**src/rtl/uart_tx_pkg.sv**
```systemverilog
// Shared types and constants for the UART transmit scheduler.
// Holds the scheduler FSM state type and the two-bit baud codes that the
// shared baud divider understands.
package uart_tx_pkg;

   // Scheduler FSM: wait for a requester, let the divider settle, kick the
   // transmitter, then wait for it to finish the byte.
   typedef enum logic [1:0] {
      ST_IDLE   = 2'd0,
      ST_SETTLE = 2'd1,
      ST_START  = 2'd2,
      ST_WAIT   = 2'd3
   } sched_state_t;

   // Baud codes as seen by the shared divider.
   localparam logic [1:0] BAUD_1200 = 2'b00;
   localparam logic [1:0] BAUD_2400 = 2'b01;
   localparam logic [1:0] BAUD_4800 = 2'b10;
   localparam logic [1:0] BAUD_9600 = 2'b11;

   // The divider idles at the fastest rate, so that is the value it holds
   // before any requester has been served.
   localparam logic [1:0] BAUD_DEFAULT = BAUD_9600;

endpackage

```
**src/rtl/uart_tx_sched_rr_arbiter.sv**
```systemverilog
// Round-robin arbiter for the UART transmit scheduler.
// Given the index of the last winner, it picks the first active request at
// the next index onwards, wrapping from N-1 back to 0. Purely combinational;
// the caller owns the pointer register.
module rr_arbiter #(
   parameter int N  = 4,
   parameter int PW = (N > 1) ? $clog2(N) : 1
) (
   input  logic [N-1:0]  req,
   input  logic [PW-1:0] pointer,
   output logic [N-1:0]  grant,
   output logic [PW-1:0] grant_idx,
   output logic          valid
);

   int            cand;
   logic [PW-1:0] cand_idx;

   // Scan the N candidates in priority order, starting just after the pointer.
   always_comb begin
      grant     = '0;
      grant_idx = '0;
      valid     = 1'b0;
      cand      = 0;
      cand_idx  = '0;
      for (int k = 1; k <= N; k++) begin
         cand = int'(pointer) + k;
         if (cand >= N) begin
            cand = cand - N;
         end
         cand_idx = PW'(cand);
         if (!valid && req[cand_idx]) begin
            valid           = 1'b1;
            grant_idx       = cand_idx;
            grant[cand_idx] = 1'b1;
         end
      end
   end

endmodule

```
**src/rtl/uart_tx_sched.sv**
```systemverilog
// UART transmit scheduler: shares one transmitter and one baud divider
// between NREQ requesters. A winner is picked round-robin, its byte and baud
// code are latched, the divider is given SETTLE_CYC cycles to lock onto the
// new rate, and then the transmitter is started and awaited.
// Optional feature: define UART_TX_SCHED_TIMEOUT_EN to add a watchdog that
// abandons a transfer after TIMEOUT_CYC cycles without tx_done.
module uart_tx_sched #(
   parameter int NREQ        = 4,
   parameter int SETTLE_CYC  = 4,
   parameter int TIMEOUT_CYC = 2_000_000
) (
   input  logic              clk,
   input  logic              rst,
   input  logic [NREQ-1:0]   req,
   input  logic [8*NREQ-1:0] req_data,
   input  logic [2*NREQ-1:0] req_baud,
   output logic [NREQ-1:0]   gnt,
   output logic [1:0]        bd_rate,
   output logic              sys_clk_call,
   output logic              tx_start,
   output logic [7:0]        tx_data,
   input  logic              tx_done,
   output logic              busy,
   output logic              timeout
);

   import uart_tx_pkg::*;

   localparam int PW = (NREQ > 1) ? $clog2(NREQ) : 1;
   localparam int SW = $clog2(SETTLE_CYC + 1);

   sched_state_t  state;
   sched_state_t  state_nxt;
   logic [PW-1:0] ptr;
   logic [SW-1:0] settle_cnt;
   logic          settle_done;

   logic [NREQ-1:0] arb_grant;
   logic [PW-1:0]   arb_idx;
   logic            arb_valid;
   logic            take;
   logic [7:0]      sel_data;
   logic [1:0]      sel_baud;

`ifdef UART_TX_SCHED_TIMEOUT_EN
   localparam int WW = $clog2(TIMEOUT_CYC + 1);
   logic [WW-1:0] wd_cnt;
   logic          wd_expired;
   logic          timeout_pulse;
`endif

   rr_arbiter #(
      .N  (NREQ),
      .PW (PW)
   ) u_arb (
      .req       (req),
      .pointer   (ptr),
      .grant     (arb_grant),
      .grant_idx (arb_idx),
      .valid     (arb_valid)
   );

   // Pick out the winner's byte and baud code from the packed request buses.
   always_comb begin
      sel_data = '0;
      sel_baud = '0;
      for (int i = 0; i < NREQ; i++) begin
         if (arb_grant[i]) begin
            sel_data = req_data[8*i +: 8];
            sel_baud = req_baud[2*i +: 2];
         end
      end
   end

   assign take        = (state == ST_IDLE) && arb_valid;
   assign settle_done = (settle_cnt == SW'(SETTLE_CYC - 1));

   // State register.
   always_ff @(posedge clk) begin
      if (rst) begin
         state <= ST_IDLE;
      end else begin
         state <= state_nxt;
      end
   end

   // Accepted byte, its baud code and the round-robin pointer only change at
   // a grant, so later request activity cannot disturb a transfer in flight.
   always_ff @(posedge clk) begin
      if (rst) begin
         ptr     <= PW'(NREQ - 1);
         tx_data <= '0;
         bd_rate <= BAUD_DEFAULT;
      end else if (take) begin
         ptr     <= arb_idx;
         tx_data <= sel_data;
         bd_rate <= sel_baud;
      end
   end

   // Settle counter runs only while the divider is locking onto the new rate.
   always_ff @(posedge clk) begin
      if (rst) begin
         settle_cnt <= '0;
      end else if (state == ST_SETTLE) begin
         settle_cnt <= settle_cnt + 1'b1;
      end else begin
         settle_cnt <= '0;
      end
   end

`ifdef UART_TX_SCHED_TIMEOUT_EN
   // Watchdog counts cycles spent waiting on the transmitter.
   always_ff @(posedge clk) begin
      if (rst) begin
         wd_cnt <= '0;
      end else if (state == ST_WAIT) begin
         wd_cnt <= wd_cnt + 1'b1;
      end else begin
         wd_cnt <= '0;
      end
   end

   assign wd_expired = (wd_cnt == WW'(TIMEOUT_CYC - 1));
   assign timeout    = timeout_pulse;
`else
   assign timeout = 1'b0;
`endif

   // Next-state and handshake outputs; gnt is issued in the IDLE cycle that
   // sees the request, so the start pulse lands SETTLE_CYC+1 cycles later.
   always_comb begin
      state_nxt    = state;
      gnt          = '0;
      tx_start     = 1'b0;
      sys_clk_call = 1'b1;
      busy         = 1'b1;
`ifdef UART_TX_SCHED_TIMEOUT_EN
      timeout_pulse = 1'b0;
`endif
      case (state)
         ST_IDLE: begin
            busy = 1'b0;
            if (arb_valid && !rst) begin
               gnt       = arb_grant;
               state_nxt = ST_SETTLE;
            end
         end
         ST_SETTLE: begin
            if (settle_done) begin
               state_nxt = ST_START;
            end
         end
         ST_START: begin
            tx_start     = 1'b1;
            sys_clk_call = 1'b0;
            state_nxt    = ST_WAIT;
         end
         ST_WAIT: begin
            sys_clk_call = 1'b0;
            if (tx_done) begin
               state_nxt = ST_IDLE;
            end
`ifdef UART_TX_SCHED_TIMEOUT_EN
            else if (wd_expired) begin
               timeout_pulse = 1'b1;
               state_nxt     = ST_IDLE;
            end
`endif
         end
         default: begin
            state_nxt = ST_IDLE;
         end
      endcase
   end

endmodule

```
**config.mk**
```make
export PLATFORM = sky130hd
export DESIGN_NAME = uart_tx_sched
export DESIGN_NICKNAME = d
export VERILOG_FILES = /design/src/rtl/uart_tx_pkg.sv /design/src/rtl/uart_tx_sched_rr_arbiter.sv /design/src/rtl/uart_tx_sched.sv
export SDC_FILE = /design/constraint.sdc
export NUM_CORES = 1
export LEC_CHECK = 0
export ABC_AREA = 1
export BUFFER_PORTS_ARGS = -buffer_cell sky130_fd_sc_hd__buf_4
export CELL_PAD_IN_SITES_DETAIL_PLACEMENT = 1
export CELL_PAD_IN_SITES_GLOBAL_PLACEMENT = 2
export CORE_UTILIZATION = 26
export DETAILED_ROUTE_END_ITERATION = 8
export PLACE_DENSITY = 0.85
export SETUP_SLACK_MARGIN = 0.15
export SLEW_MARGIN = 25
export SYNTH_ARGS = -nofsm -noshare
export SYNTH_HDL_FRONTEND = slang
export SYNTH_SLANG_ARGS = --single-unit
export TNS_END_PERCENT = 5
```
**constraint.sdc**
```tcl
create_clock -name clk -period 5.8 [get_ports clk]
set_clock_uncertainty 0.2 [all_clocks]
set_input_delay 0 -clock clk [delete_from_list [all_inputs] [get_ports clk]]
set_output_delay 0 -clock clk [all_outputs]
set_load 0.02 [all_outputs]
```
=== Word level (Yosys, flattened, before mapping) ===
Index checks and enable logic that the tools add are counted.

* Bits in registers: 17
* Logic and storage cells: 103

* Multiplexer cells: 49
* Order comparisons: 12
* Add/subtract/negate cells: 9
* Bitwise logic cells: 4
* Equal/unequal tests: 7
* Reduce and logical (&&, ||, !) cells: 17

{| class="wikitable"
|+ Operator list
! cell !! number
|-
| 8-bit two-way mux || 4
|-
| 2-bit two-way mux || 15
|-
| 4-bit two-way mux || 6
|-
| 1-bit two-way mux || 15
|-
| 2-bit by 3-bit less-than comparator with 1-bit output, second input constant || 4
|-
| 4-bit OR || 3
|-
| 3-bit greater-or-equal comparator, second input constant || 3
|-
| 1-bit logical AND || 9
|-
| 1-bit binary-select mux with 2-bit select || 4
|-
| 1-bit demux with 2-bit select || 4
|-
| 2-bit by 1-bit greater-or-equal comparator with 1-bit output, second input constant || 4
|-
| 2-bit one-hot mux with 4 select lines || 1
|-
| 2-bit by 1-bit subtractor with 2-bit output, second input constant || 4
|-
| 2-bit by 2-bit adder with 3-bit output, second input constant || 2
|-
| 2-bit by 3-bit adder with 4-bit output, second input constant || 1
|-
| 2-bit == test, second input constant || 2
|-
| 4-bit by 3-bit greater-or-equal comparator with 1-bit output, second input constant || 1
|-
| 1-bit logical NOT || 4
|-
| 2-bit != test, second input constant || 2
|-
| 2-bit OR reduction || 2
|-
| 2-bit by 1-bit adder with 3-bit output, second input constant || 1
|-
| 3-bit by 1-bit adder with 3-bit output, second input constant || 1
|-
| 3-bit by 2-bit == test with 1-bit output, second input constant || 1
|-
| 3-bit AND reduction || 1
|-
| 4 further kinds || 4
|}

=== Longest topological paths before layout ===
* Depth after elaboration: 19
* Gate-level depth with buffers: 16

=== By module ===
From an unflattened synthesis, not the netlist that was laid out.

* Cell total of the unflattened synthesis: 260
* Area, all modules: 1626.6 µm²

{| class="wikitable"
|+ Modules (own cells, without submodules)
! module !! area each (µm²) !! seq. area each (µm²) !! cells an instance !! instances
|-
| uart_tx_sched || 1168.6 || 340.3 || 186 || 1
|-
| rr_arbiter || 457.9 || 0.0 || 74 || 1
|}

=== Worst setup path after synthesis ===
Ideal clock, no wire load.

* Path type: register to register
* From: register ptr[1]
* To: register bd_rate[0]
* Cell stages (with the launch flop): 16
* Clock period less this slack: 2.347 ns
* Setup time: 0.115 ns
* Required time: 5.485 ns
* Path buffers: 1
* Arrival: 2.032 ns
* Setup slack: 3.453 ns
* Path through: dfxtp_1 -> inv_1 -> ha_1 -> inv_1 -> nand3_1 -> nand2_2 -> inv_2 -> nor2_2 -> nand2_1 -> nand3_1 -> buf_2 -> a21oi_1 -> nand2_1 -> nand2_1 -> nand2_1 -> nand2_1

* Longest elaborated chain between the ends: 19
* Elaborated cells between the ends (all ways): 66
* Classes of those cells: add/sub: 8; order compare: 12; mux: 32; bitwise: 3; reduce/logical: 11

{| class="wikitable"
|+ RTL lines
! what !! RTL line !! text
|-
| start, declared || uart_tx_sched.sv:34 || <nowiki>logic [PW-1:0] ptr;</nowiki>
|-
| start signal, assigned || uart_tx_sched.sv:91 || <nowiki>ptr <= PW'(NREQ - 1);</nowiki>
|-
| start signal, assigned || uart_tx_sched.sv:95 || <nowiki>ptr <= arb_idx;</nowiki>
|-
| parallel branches: the longest is 19 deep, another holds 2-bit by 1-bit adder with 3-bit output || -- ||
|-
| end signal, assigned || uart_tx_sched.sv:97 || <nowiki>bd_rate <= sel_baud;</nowiki>
|-
| end, declared || uart_tx_sched.sv:18 || <nowiki>output logic [1:0] bd_rate,</nowiki>
|}

Parallel ways; which one is timed is not known. The select of a mux whose other input is x is not followed.
A chain may end at the register's enable or synchronous reset.

=== Worst setup path after layout ===
Same ends and word-level chain as after synthesis.

==> impl_metrics.env <==
export IMPL_ys_warn_count=0
export IMPL_synth_edff_count=0
export IMPL_drc=0
export IMPL_wire_per_inst_um=14.1
export IMPL_ff2ff_path_depth=14
export IMPL_diodes=0
export IMPL_post_cts_buffers=0
export IMPL_dr_pass1_iters=4
export IMPL_antenna_found_initial=0
export IMPL_switching_share=0.557
export IMPL_cp_num_cells=14
export IMPL_fmax_ghz=0.268
export IMPL_die_h_um=79.5
export IMPL_period_needed_ns=3.74
export IMPL_worst_pin_slew_ns=0.821
export IMPL_power_density_nw_per_um2=638
export IMPL_path_clk_slew_ns=0.07
export IMPL_syn_area_per_cell_um2=6.56
export IMPL_setup_tns_ns=0
export IMPL_reg2reg_from="ptr[1]"
export IMPL_grt_pass1_vias=1870
export IMPL_hold_viol=0
export IMPL_port_buffers=63
export IMPL_worst_r2r_endpoint="bd_rate[0]"
export IMPL_area_growth_pct=48.1
export IMPL_fp_dieArea_um2=6310
export IMPL_max_vdd_ir_drop_mv=0.219
export IMPL_crit_arrival_ns=3.73
export IMPL_hold_slack_ns=0.0673
export IMPL_worstSetupPathType="reg2reg"
export IMPL_power_total_mw=1.47
export IMPL_drive_gt1_frac=0.294
export IMPL_clock_power_share=0.060
export IMPL_core_area_um2=5640
export IMPL_cp_cell_sequence="inv_1 > ha_1 > inv_1 > nand2_2 > nand2_4 > nor2_4 > a22oi_1 > nand3_1 > a21oi_1 > nand2_1 > nand2_1 > dlygate4sd3_1 > nand2_1 > nand2_1"
export IMPL_io_pins=65
export IMPL_r2r_slack_ns=2.06
export IMPL_cts_tree="done"
export IMPL_cts_sinks=17
export IMPL_vias=1808
export IMPL_synthDistinctLibCells=29
export IMPL_rows=27
export IMPL_endpoint_kind="register"
export IMPL_worstSetupEndpoint="bd_rate[0]"
export IMPL_setup_viol=0
export IMPL_place_hpwl_um=4130
export IMPL_rsz0062_at_grt="false"
export IMPL_grt_max_degree=22
export IMPL_first_iter_violations=83
export IMPL_crit_start="ptr[1]"
export IMPL_final_max_slew_viol_count=0
export IMPL_post_route_util=0.410
export IMPL_startpoint_type="register"
export IMPL_seq_area_frac_synth=0.218
export IMPL_outcome="finished, final reports clean"
export IMPL_wirelength_um=5450
export IMPL_syn_num_nets=299
export IMPL_gp_congestion=0.856
export IMPL_root_buffer="clkbuf_8"
export IMPL_cp_max_fo=21
export IMPL_yosys_register_bits=17
export IMPL_cts_path_max_buffers=2
export IMPL_die_w_um=79.5
export IMPL_hold_class="in2reg"
export IMPL_leakagePower_nw=1.21
export IMPL_cpMostUsedCell="nand2_1"
export IMPL_required_ns=5.79
export IMPL_path_delay_family="simple AND/OR/NAND/NOR gates"
export IMPL_finalWorstSetupSlack_ns=2.06
export IMPL_dp_slack_ns=2.66
export IMPL_grt_pass1_wl_um=8770
export IMPL_final_nets=378
export IMPL_cap_viol_max_count=0
export IMPL_insertion_delay_ns=0.25
export IMPL_critPathBufInv=3
export IMPL_cpPeakStageDelay_ns=0.60
export IMPL_p_int_mw=0.653
export IMPL_p_seq_frac=0.134
export IMPL_gr_total_overflow=0
export IMPL_vias_per_cell=4.66
export IMPL_combinationalPowerShare=0.806
export IMPL_synth_async_reset_ratio=0
export IMPL_track_usage=0.175
export IMPL_layout_worst_path_cycle_share=0.644
export IMPL_htreeDepth=1
export IMPL_slowest_stage="nand3_1"
export IMPL_cts_buffers=3
export IMPL_ant_nets=0
export IMPL_ys_flop_type="dfxtp_1"
export IMPL_syn_instance_count=238
export IMPL_initial_utilization=0.277
export IMPL_max_slew_margin=0.451
export IMPL_syn_area_um2=1560
export IMPL_switchingPower_mw=0.821
worst min path at each step:
| stage | end | cells after the start | from |
|---|---|---|---|
| floorplan | state[0] | 1 | rst |
| global placement | state[0] | 2 | rst |
| detailed placement | state[0] | 2 | rst |
| CTS | state[0] | 5 | tx_done |
| global route | state[0] | 5 | tx_done |
| finish | state[0] | 5 | tx_done |
cells in the mapped netlist, types with 2 or more instances:
cell type	instances	area (um^2)
nand2_1	62	233
a21oi_1	35	175
inv_1	28	105
nand3_1	18	90.1
dfxtp_1	17	340
ha_1	14	175
o21ai_0	11	55.1
a21oi_2	8	70.1
nor2_1	7	26.3
buf_4	5	37.5
nand3_2	5	50.1
nand2_2	4	25.0
buf_2	3	15.0
inv_2	3	11.3
nand4_1	3	18.8
nor2_4	2	22.5
state kept, by name, indices dropped and copies added, names as in the netlist:
name / count
bd_rate: 2
ptr: 2
settle_cnt: 3
tx_data: 8
state: 2
cells in the final DEF (no fill, tap or decap):
cell type and count:
a21oi_1 35, a21boi_2 1, nor2_2 1, dlygate4sd3_1 21, clkbuf_8 3, nand3_1 18, a21boi_1 1, nand2_4 1
a31o_2 1, nor2_1 7, ha_1 14, nor2_4 2, nand3_2 5, inv_1 28, nand2_2 4, dfxtp_1 17
a21boi_0 1, o22ai_1 1, buf_4 63, nand4_1 3, nand3_4 1, o211ai_1 1, a21oi_2 8, conb_1 1
inv_2 3, nand2_1 62, clkbuf_1 1, a22oi_1 1, o21ai_0 11
layer usage:
layer,share of wire,wire length [um],vias to the layer above,GRT usage
met4,0.0077,42,0,0.0436
met2,0.48,2620,42,0.298
met1,0.48,2620,835,0.239
met5,0,0,-,0
met3,0.031,170,4,0.0103
li1,-,-,927,-
per-stage QoR:
stage | instances | area (um^2)
floorplan | 238 | 1560
global placement | 363 | 2060
detailed placement | 363 | 2060
CTS | 388 | 2310
global route | 388 | 2310
finish | 388 | 2310
logic make-up (layout without fill, tap and decap cells):
group	Yosys count	after routing	share of synthesized area
flip-flops	17	17	0.218
AND/OR/NAND/NOR	104	104	0.321
other	1	1	0.00240
AO/OA/AOI/OAI	61	61	0.229
adder cells (fa/ha/maj)	14	14	0.112
buffers and inverters	41	119	0.118
area by class of cell:
cell class	instances	area (um^2)
multi-input cells	180	1040
flip-flops and latches	17	340
fillers	725	3330
inverters	31	116
clock buffers	4	45.0
well taps	72	90.1
repair buffers	84	683
worst register-to-register path, stage by stage, from the launching register on:
cell and delay [ns]:
dfxtp_1 0.51, inv_1 0.22, ha_1 0.38, inv_1 0.13, nand2_2 0.11, nand2_4 0.14, nor2_4 0.08, a22oi_1 0.14
nand3_1 0.60, a21oi_1 0.34, nand2_1 0.12, nand2_1 0.07, dlygate4sd3_1 0.54, nand2_1 0.05, nand2_1 0.06
what timing repair did:
action,4_1_cts,5_1_grt
resized for setup,0,0
hold buffers,21,0
hold endpoints to repair,12,0
power groups by stage:
stage	Clock [mW]	Combinational (mW)	Sequential [mW]
3_5_place_dp	0	1.07	0.200
3_3_place_gp	0	1.06	0.199
4_1_cts	0.0897	1.17	0.198
2_1_floorplan	0	0.789	0.223
5_1_grt	0.0953	1.32	0.204
6_report	0.0890	1.19	0.198
Note: power is estimated with default switching activity, not from simulation.
